File: config.mk
export PLATFORM = sky130hd
export DESIGN_NAME = uart_tx_fsm_flat
export DESIGN_NICKNAME = d
export VERILOG_FILES = /design/src/rtl/uart_tx_pkg.sv /design/src/rtl/uart_tx_fsm_if.sv /design/src/rtl/uart_tx_fsm_parity_calc.sv /design/src/rtl/uart_tx_fsm.sv /design/src/flat_wrapper.sv
export SDC_FILE = /design/constraint.sdc
export NUM_CORES = 1
export LEC_CHECK = 0
export BUFFER_PORTS_ARGS = -buffer_cell sky130_fd_sc_hd__buf_2
export CAP_MARGIN = 15
export CORE_MARGIN = 4
export CORE_UTILIZATION = 43
export CTS_CLUSTER_DIAMETER = 80
export CTS_CLUSTER_SIZE = 20
export DETAILED_ROUTE_END_ITERATION = 7
export GPL_ROUTABILITY_DRIVEN = 1
export PLACE_DENSITY = 0.73
export REMOVE_ABC_BUFFERS = 1
export SLEW_MARGIN = 25
export SYNTH_ARGS = -nofsm -noshare
export SYNTH_HDL_FRONTEND = slang
export SYNTH_SLANG_ARGS = --single-unit
File: constraint.sdc
create_clock -name CLK -period 1.35 [get_ports CLK]
set_input_delay 0.27 -clock CLK [delete_from_list [all_inputs] [get_ports CLK]]
set_output_delay 0.27 -clock CLK [all_outputs]
set_load 0.01 [all_outputs]
File: src/rtl/uart_tx_pkg.sv
// Shared types and line-level constants for the UART transmit controller.
package uart_tx_pkg;

    typedef enum logic [2:0] {
        ST_IDLE   = 3'd0,
        ST_START  = 3'd1,
        ST_DATA   = 3'd2,
        ST_PARITY = 3'd3,
        ST_STOP   = 3'd4
    } tx_state_e;

    localparam logic IDLE_BIT  = 1'b1;
    localparam logic START_BIT = 1'b0;
    localparam logic STOP_BIT  = 1'b1;

    localparam logic PAR_EVEN  = 1'b0;
    localparam logic PAR_ODD   = 1'b1;

endpackage

File: src/rtl/uart_tx_fsm_if.sv
// Word request, serializer handshake and serial line of the UART transmitter.
interface uart_tx_fsm_if #(parameter int WIDTH = 8);

    logic [WIDTH-1:0] P_DATA;
    logic             DATA_VALID;
    logic             PAR_EN;
    logic             PAR_TYP;
    logic             ser_data;
    logic             ser_done;
    logic             ser_en;
    logic             Busy;
    logic             TX_OUT;

    modport master (
        output P_DATA, DATA_VALID, PAR_EN, PAR_TYP, ser_data, ser_done,
        input  ser_en, Busy, TX_OUT
    );

    modport slave (
        input  P_DATA, DATA_VALID, PAR_EN, PAR_TYP, ser_data, ser_done,
        output ser_en, Busy, TX_OUT
    );

endinterface

File: src/rtl/uart_tx_fsm_parity_calc.sv
// Combinational parity of a parallel word; the FSM latches the result on acceptance.
module parity_calc
    import uart_tx_pkg::*;
#(
    parameter int WIDTH = 8
) (
    input  logic [WIDTH-1:0] data,
    input  logic             par_typ,
    output logic             par_bit
);

    // even parity makes the total count of ones even; odd parity inverts it
    always_comb begin
        par_bit = 1'b0;
        case (par_typ)
            PAR_EVEN: par_bit = ^data;
            PAR_ODD:  par_bit = ~^data;
            default:  par_bit = 1'b0;
        endcase
    end

endmodule

File: src/rtl/uart_tx_fsm.sv
// UART transmit frame sequencer: start bit, serializer data bits, optional parity, stop bit.
module uart_tx_fsm
    import uart_tx_pkg::*;
#(
    parameter int WIDTH = 8
) (
    input  logic          CLK,
    input  logic          RST,
    uart_tx_fsm_if.slave  bus
);

    localparam int CNT_W = $clog2(WIDTH + 1);

    tx_state_e        state_q, state_d;
    logic             par_en_q, par_en_d;
    logic             par_bit_q, par_bit_d;
    logic [CNT_W-1:0] cnt_q, cnt_d;

    logic             accept_s;
    logic             par_calc_s;
    logic [CNT_W-1:0] data_cycles_s;
    logic             data_exit_s;

    parity_calc #(.WIDTH(WIDTH)) u_parity_calc (
        .data    (bus.P_DATA),
        .par_typ (bus.PAR_TYP),
        .par_bit (par_calc_s)
    );

    assign accept_s      = (state_q == ST_IDLE) && bus.DATA_VALID;
    // cnt_q never exceeds WIDTH-1 inside DATA, so the +1 cannot overflow
    assign data_cycles_s = cnt_q + {{(CNT_W-1){1'b0}}, 1'b1};
    // the cycle count only guards against a serializer that never signals done
    assign data_exit_s   = bus.ser_done || (data_cycles_s == CNT_W'(WIDTH));

    // state and frame context registers
    always_ff @(posedge CLK) begin
        if (RST) begin
            state_q   <= ST_IDLE;
            par_en_q  <= 1'b0;
            par_bit_q <= 1'b0;
            cnt_q     <= {CNT_W{1'b0}};
        end else begin
            state_q   <= state_d;
            par_en_q  <= par_en_d;
            par_bit_q <= par_bit_d;
            cnt_q     <= cnt_d;
        end
    end

    // next state, parity capture and data-cycle count
    always_comb begin
        state_d   = state_q;
        par_en_d  = par_en_q;
        par_bit_d = par_bit_q;
        cnt_d     = cnt_q;
        case (state_q)
            ST_IDLE: begin
                if (accept_s) begin
                    state_d   = ST_START;
                    par_en_d  = bus.PAR_EN;
                    par_bit_d = par_calc_s;
                end else begin
                    state_d   = ST_IDLE;
                end
            end
            ST_START: begin
                state_d = ST_DATA;
                cnt_d   = {CNT_W{1'b0}};
            end
            ST_DATA: begin
                cnt_d = data_cycles_s;
                if (data_exit_s) begin
                    state_d = par_en_q ? ST_PARITY : ST_STOP;
                end else begin
                    state_d = ST_DATA;
                end
            end
            ST_PARITY: state_d = ST_STOP;
            ST_STOP:   state_d = ST_IDLE;
            default:   state_d = ST_IDLE;
        endcase
    end

    // line, busy and serializer enable decoded from the registered state
    always_comb begin
        bus.TX_OUT = IDLE_BIT;
        bus.ser_en = 1'b0;
        bus.Busy   = (state_q != ST_IDLE);
        case (state_q)
            ST_IDLE:   bus.TX_OUT = IDLE_BIT;
            ST_START: begin
                bus.TX_OUT = START_BIT;
                bus.ser_en = 1'b1;
            end
            ST_DATA: begin
                bus.TX_OUT = bus.ser_data;
                bus.ser_en = ~bus.ser_done;
            end
            ST_PARITY: bus.TX_OUT = par_bit_q;
            ST_STOP:   bus.TX_OUT = STOP_BIT;
            default:   bus.TX_OUT = IDLE_BIT;
        endcase
    end

endmodule

File: src/flat_wrapper.sv
// flat-port wrapper written by rule: the top's interface ports become plain ports
module uart_tx_fsm_flat import uart_tx_pkg::*;
#(
    parameter int WIDTH = 8
)
  (CLK, RST, bus_P_DATA, bus_DATA_VALID, bus_PAR_EN, bus_PAR_TYP, bus_ser_data, bus_ser_done, bus_ser_en, bus_Busy, bus_TX_OUT);
  uart_tx_fsm_if #(.WIDTH(WIDTH)) bus_i ();
  input  logic CLK;
  input  logic RST;
  input wire logic [$bits(bus_i.P_DATA)-1:0] bus_P_DATA;
  input wire logic [$bits(bus_i.DATA_VALID)-1:0] bus_DATA_VALID;
  input wire logic [$bits(bus_i.PAR_EN)-1:0] bus_PAR_EN;
  input wire logic [$bits(bus_i.PAR_TYP)-1:0] bus_PAR_TYP;
  input wire logic [$bits(bus_i.ser_data)-1:0] bus_ser_data;
  input wire logic [$bits(bus_i.ser_done)-1:0] bus_ser_done;
  output wire logic [$bits(bus_i.ser_en)-1:0] bus_ser_en;
  output wire logic [$bits(bus_i.Busy)-1:0] bus_Busy;
  output wire logic [$bits(bus_i.TX_OUT)-1:0] bus_TX_OUT;
  assign bus_i.P_DATA = bus_P_DATA;
  assign bus_i.DATA_VALID = bus_DATA_VALID;
  assign bus_i.PAR_EN = bus_PAR_EN;
  assign bus_i.PAR_TYP = bus_PAR_TYP;
  assign bus_i.ser_data = bus_ser_data;
  assign bus_i.ser_done = bus_ser_done;
  assign bus_ser_en = bus_i.ser_en;
  assign bus_Busy = bus_i.Busy;
  assign bus_TX_OUT = bus_i.TX_OUT;
  uart_tx_fsm #(.WIDTH(WIDTH)) u_core (.CLK(CLK), .RST(RST), .bus(bus_i));
endmodule
; Yosys cells after proc, flatten, opt, wreduce, memory -nomap -nowiden
; Index checks and enable logic that the tools add are counted.
[totals]
ff_bits = 9
input_bits = 15
output_inout_bits = 3
[classes]
add_sub_neg = 1
n_eq_ne = 4
n_mux = 8
n_bitwise = 2
n_reduce_logical = 8
[ops]
columns = op, count
row1 = $pmux 3 s4, 1
row2 = $pmux 4 s2, 1
row3 = $reduce_xnor 8->1, 1
row4 = $reduce_xor 8->1, 1
row5 = $eq 3x2->1 const B, 2
row6 = $mux 3, 2
row7 = $add 4x1->4 const B, 1
row8 = $eq 4x4->1 const B, 1
row9 = $pmux 1 s2, 2
row10 = $eq 3x1->1 const B, 1
row11 = $logic_not 3->1, 1
row12 = $pmux 1 s3, 1
row13 = $reduce_bool 3->1, 1
row14 = $not 1->1, 2
row15 = $reduce_and 2->1, 1
row16 = $reduce_bool 2->1, 1
row17 = $logic_and 1x1->1, 1
row18 = $logic_or 1x1->1, 1
row19 = $mux 1, 1

; Logic depth before layout (Yosys ltp)
[logic_depth]
depth_word = 5
ltp_mapped = 6

; Cells and area by module
; From an unflattened synthesis, not the netlist that was laid out.
[unflattened]
cells_unflattened = 78
area_unflattened_um2 = 660.6
[by_module_without_submodules]
columns = module, n_inst, cells_per_inst, area_each_um2, seq_area_each_um2
row1 = uart_tx_fsm, 1, 71, 578.1, 180.2
row2 = parity_calc, 1, 7, 82.6, 0.0

; Worst setup path after synthesis
; OpenSTA, ideal clock, no wires.
[synth_timing]
kind = reg-to-output
start = register u_core.state_q[0]
end = output bus_TX_OUT
arrival_time_ns = 0.994
slack_ns = 0.086
path_stages_with_launch = 4
path_buffers = 1
path_cell_list = dfxtp_1 > clkbuf_1 > a21oi_1 > a311o_1
[synth_between]
elab_chain_cells = 2
word_cells_on_any_way = 4
classes_between = eq/ne: 3 / mux: 1
[synth_rtl]
columns = item, line
row1 = start: declaration, uart_tx_fsm.sv:14  ; tx_state_e state_q, state_d;
row2 = start signal: assignment, uart_tx_fsm.sv:44  ; state_q <= state_d;
row3 = $eq 3x2->1 or $eq 3x1->1 (tied branches), uart_tx_fsm.sv:90  ; case (state_q)
row4 = $pmux 1 s3 (*), uart_tx_fsm.sv:90
row5 = end: declaration, flat_wrapper.sv:18  ; output wire logic [$bits(bus_i.TX_OUT)-1:0] bus_TX_OUT;
; Every way passes the cells marked *; elsewhere a longest branch is shown, timed or not.

; Worst setup path in the final report
[layout_timing]
start = register u_core.state_q[1]
end = output bus_TX_OUT
; Same word-level chain as after synthesis.

==> flow_metrics.tcl <==
set metrics [dict create \
    fin_skew_ps 3.49 \
    grt_setup_unrepaired "true" \
    slew_viol_final 0 \
    run_status "finished with violations" \
    cp_max_fo 10 \
    power.density_nw_per_um2 934 \
    hold_violation_count_in_the_final_report 0 \
    largest_family_of_logic_cells_by_synthesized_area "compound AO/OA/AOI/OAI gates" \
    gp_routability_congestion 0.722 \
    cts_buffer_count 3 \
    detail_route.wl_per_cell_um 13.1 \
    async_reset_ff_frac 0 \
    violations "negative setup slack" \
    area_growth_pct 35.7 \
    dp.final_hpwl_um 958 \
    rows 12 \
    muxShareOfSynthArea 0.0355 \
    antenna_cells 0 \
    die_area_um2 1960 \
    report.final.setup_viol 2 \
    worst-endpoint-arrival_ps 1250 \
    critical_path.startpoint_type "flip-flop" \
    finalCriticalPeriod_ps 1520 \
    fraction_of_layout_cells_with_a_size_suffix_above_1 0.371 \
    synth_top_cell_area_share 0.319 \
    ctsLongestPathBuffers 2 \
    pre_cts_ws_ps -52.0 \
    crit_type "reg -> out" \
    hold_buffers 0 \
    grt_start_max_net_pins 14 \
    detail_routed_via_count_per_cell 5.44 \
    synth_cells 71 \
    layout_worst_path_cycle_share 1.13 \
    first_pass_grt_wire_length_mm 2.13 \
    yosys_warnings 0 \
    synth_edf_count 0 \
    route.vias.total 604 \
    ys_ff_latch 9 \
    ys_top_cells_by_count "10 x sky130_fd_sc_hd__nand2_1, 9 x sky130_fd_sc_hd__a21oi_1, 9 x sky130_fd_sc_hd__dfxtp_1, 9 x sky130_fd_sc_hd__nor2_1, 5 x sky130_fd_sc_hd__xnor2_1" \
    detailedRoute.firstIterationViolations 9 \
    horizontal_die_dimension_um 44.2 \
    clk-insertion-delay-late_ps 260 \
    peak_clock_frequency_supported_by_timing_mhz 657 \
    total_power_mw 0.716 \
    htree_levels 1 \
    synth_xor_area_frac 0.162 \
    maxCapViolCount 0 \
    drt_wl_total_mm 1.45 \
    max_slew_margin 0.854 \
    globalRouteTotalUtil 0.145 \
    max-vdd-ir-drop_mv 0.534 \
    overall_die_height_um 44.2 \
    setup.worst_path.end_class "output port" \
    drt_first_pass_iters 4 \
    ant_nets 0 \
    layoutNonFillerInstCount 111 \
    floorplan.core_area_um2 1170 \
    seq_area_frac_synth 0.319 \
    hold_path_class "in -> reg" \
    synth.most_common_cell "sky130_fd_sc_hd__nand2_1" \
    drcViolationCount 0 \
    dp.cells 103 \
    synth-main-ff-cell "sky130_fd_sc_hd__dfxtp_1" \
    tritoncts_clock_tree "yes" \
    vias_in_the_first_global_route 504 \
    synth_compound_area_frac 0.222 \
    cts-root-buf "sky130_fd_sc_hd__clkbuf_4" \
    grt_antenna_before_repair 0 \
    synth_fa_ha_area_frac 0.0222 \
    start_util 0.482 \
    area_of_the_mapped_netlist_um2 564 \
    port_buffers 17 \
    layout.nets 114 \
    tritoncts_num_sinks 9 \
    boundaryPins 18 \
    worstPathRequired_ps 1080 \
    yosys.area_share.simple 0.204 \
    worst_slack_ps -172 \
    clock_transition_at_the_registers_of_the_reported_paths_ps 60 \
    yosys.cell_types.count 27 \
    syn_area_per_cell_um2 7.95 \
    grt_overflow_total 0 \
    timing_worst_slew_pin_value_ps 219 \
    synth_area_leader_cell "sky130_fd_sc_hd__dfxtp_1" \
    power.static_leakage_nw 0.364 \
    post_synth_main_area_contributors "sky130_fd_sc_hd__dfxtp_1 32%, sky130_fd_sc_hd__a21oi_1 8.0%, sky130_fd_sc_hd__xnor2_1 7.8%" \
]
where the power goes:
group          switching (mW)  leakage [nW]  internal, mW
Clock                   0.105        0.0150         0.114
Sequential             0.0142        0.0746         0.282
Combinational          0.0919         0.274         0.109
routing by layer:
metal | GRT usage | vias to the layer above | part of all wire
li1 | - | 300 | -
met1 | 0.184 | 276 | 0.41
met2 | 0.244 | 26 | 0.49
met3 | 0.0610 | 2 | 0.090
met4 | 0 | 0 | 0.0090
met5 | 0 | - | 0
cell usage in the layout (no fill, tap or decap), drive strengths merged:
master	netlist	final
a311o	1	1
xnor3	1	1
nor3b	1	1
xor2	1	1
nand4	1	1
a31oi	1	1
a41oi	1	1
ha	1	1
o211a	1	1
nand3b	1	1
mux2i	2	2
xnor2	6	6
nor2	9	9
a21o	1	1
clkbuf	2	4
buf	1	25
or3	1	1
o21ai	6	6
nand2	10	10
inv	2	2
a21oi	9	9
nand3	1	1
and2	1	1
dfxtp	9	9
a21boi	1	1
logic make-up (layout without fill, tap and decap cells):
logic type,after synthesis,in the layout
flops,9,9
buf+inv,5,31
compound gates,21,21
xor+xnor,8,8
mux,2,2
simple gates,25,25
fa+ha+maj,1,1
state kept, by name, indices dropped and copies added, names as in the netlist:
signal	count
u_core.cnt_q	4
u_core.par_en_q	1
u_core.state_q	3
u_core.par_bit_q	1
final cells by class:
class                           instances  area, um^2
Clock buffer                            4        26.3
Fill cell                             108         405
Inverter                                2        7.51
Multi-Input combinational cell         57         382
Sequential cell                         9         184
Tap cell                               14        17.5
Timing Repair Buffer                   25         149
per-stage QoR:
step	hold WS [ps]	util	instance area (um^2)	TNS, ps
final	238	0.654	766	-313
after global routing	271	0.654	766	-470
after CTS	236	0.622	728	-291
after detailed placement	498	0.584	684	-52.0
after global placement	484	0.584	684	0
after floorplan	339	-	552	-102
final timing paths:
check / startpoint / end / slack [ps] / cells after the start
setup / recovery: u_core.state_q[1] / bus_TX_OUT / -170 / 4
hold / removal: bus_PAR_EN / u_core.par_en_q / 240 / 3
setup reg to reg: u_core.state_q[0] / u_core.cnt_q[3] / 140 / 7
hold reg to reg: u_core.cnt_q[3] / u_core.cnt_q[3] / 530 / 2
worst max-delay path, stage by stage (launching register included):
cell                      delay (ps)
sky130_fd_sc_hd__dfxtp_2         320
sky130_fd_sc_hd__buf_4           160
sky130_fd_sc_hd__a21oi_1          80
sky130_fd_sc_hd__a311o_1         280
sky130_fd_sc_hd__buf_2           140
repair_timing:
action | CTS | global route
endpoints found under the hold margin | 0 | 0
setup endpoints to repair | 3 | 6
setup buffers | 0 | 4
pin swaps | 2 | 1
resized for setup | 6 | 2
Power figures use the tool's default switching activity.
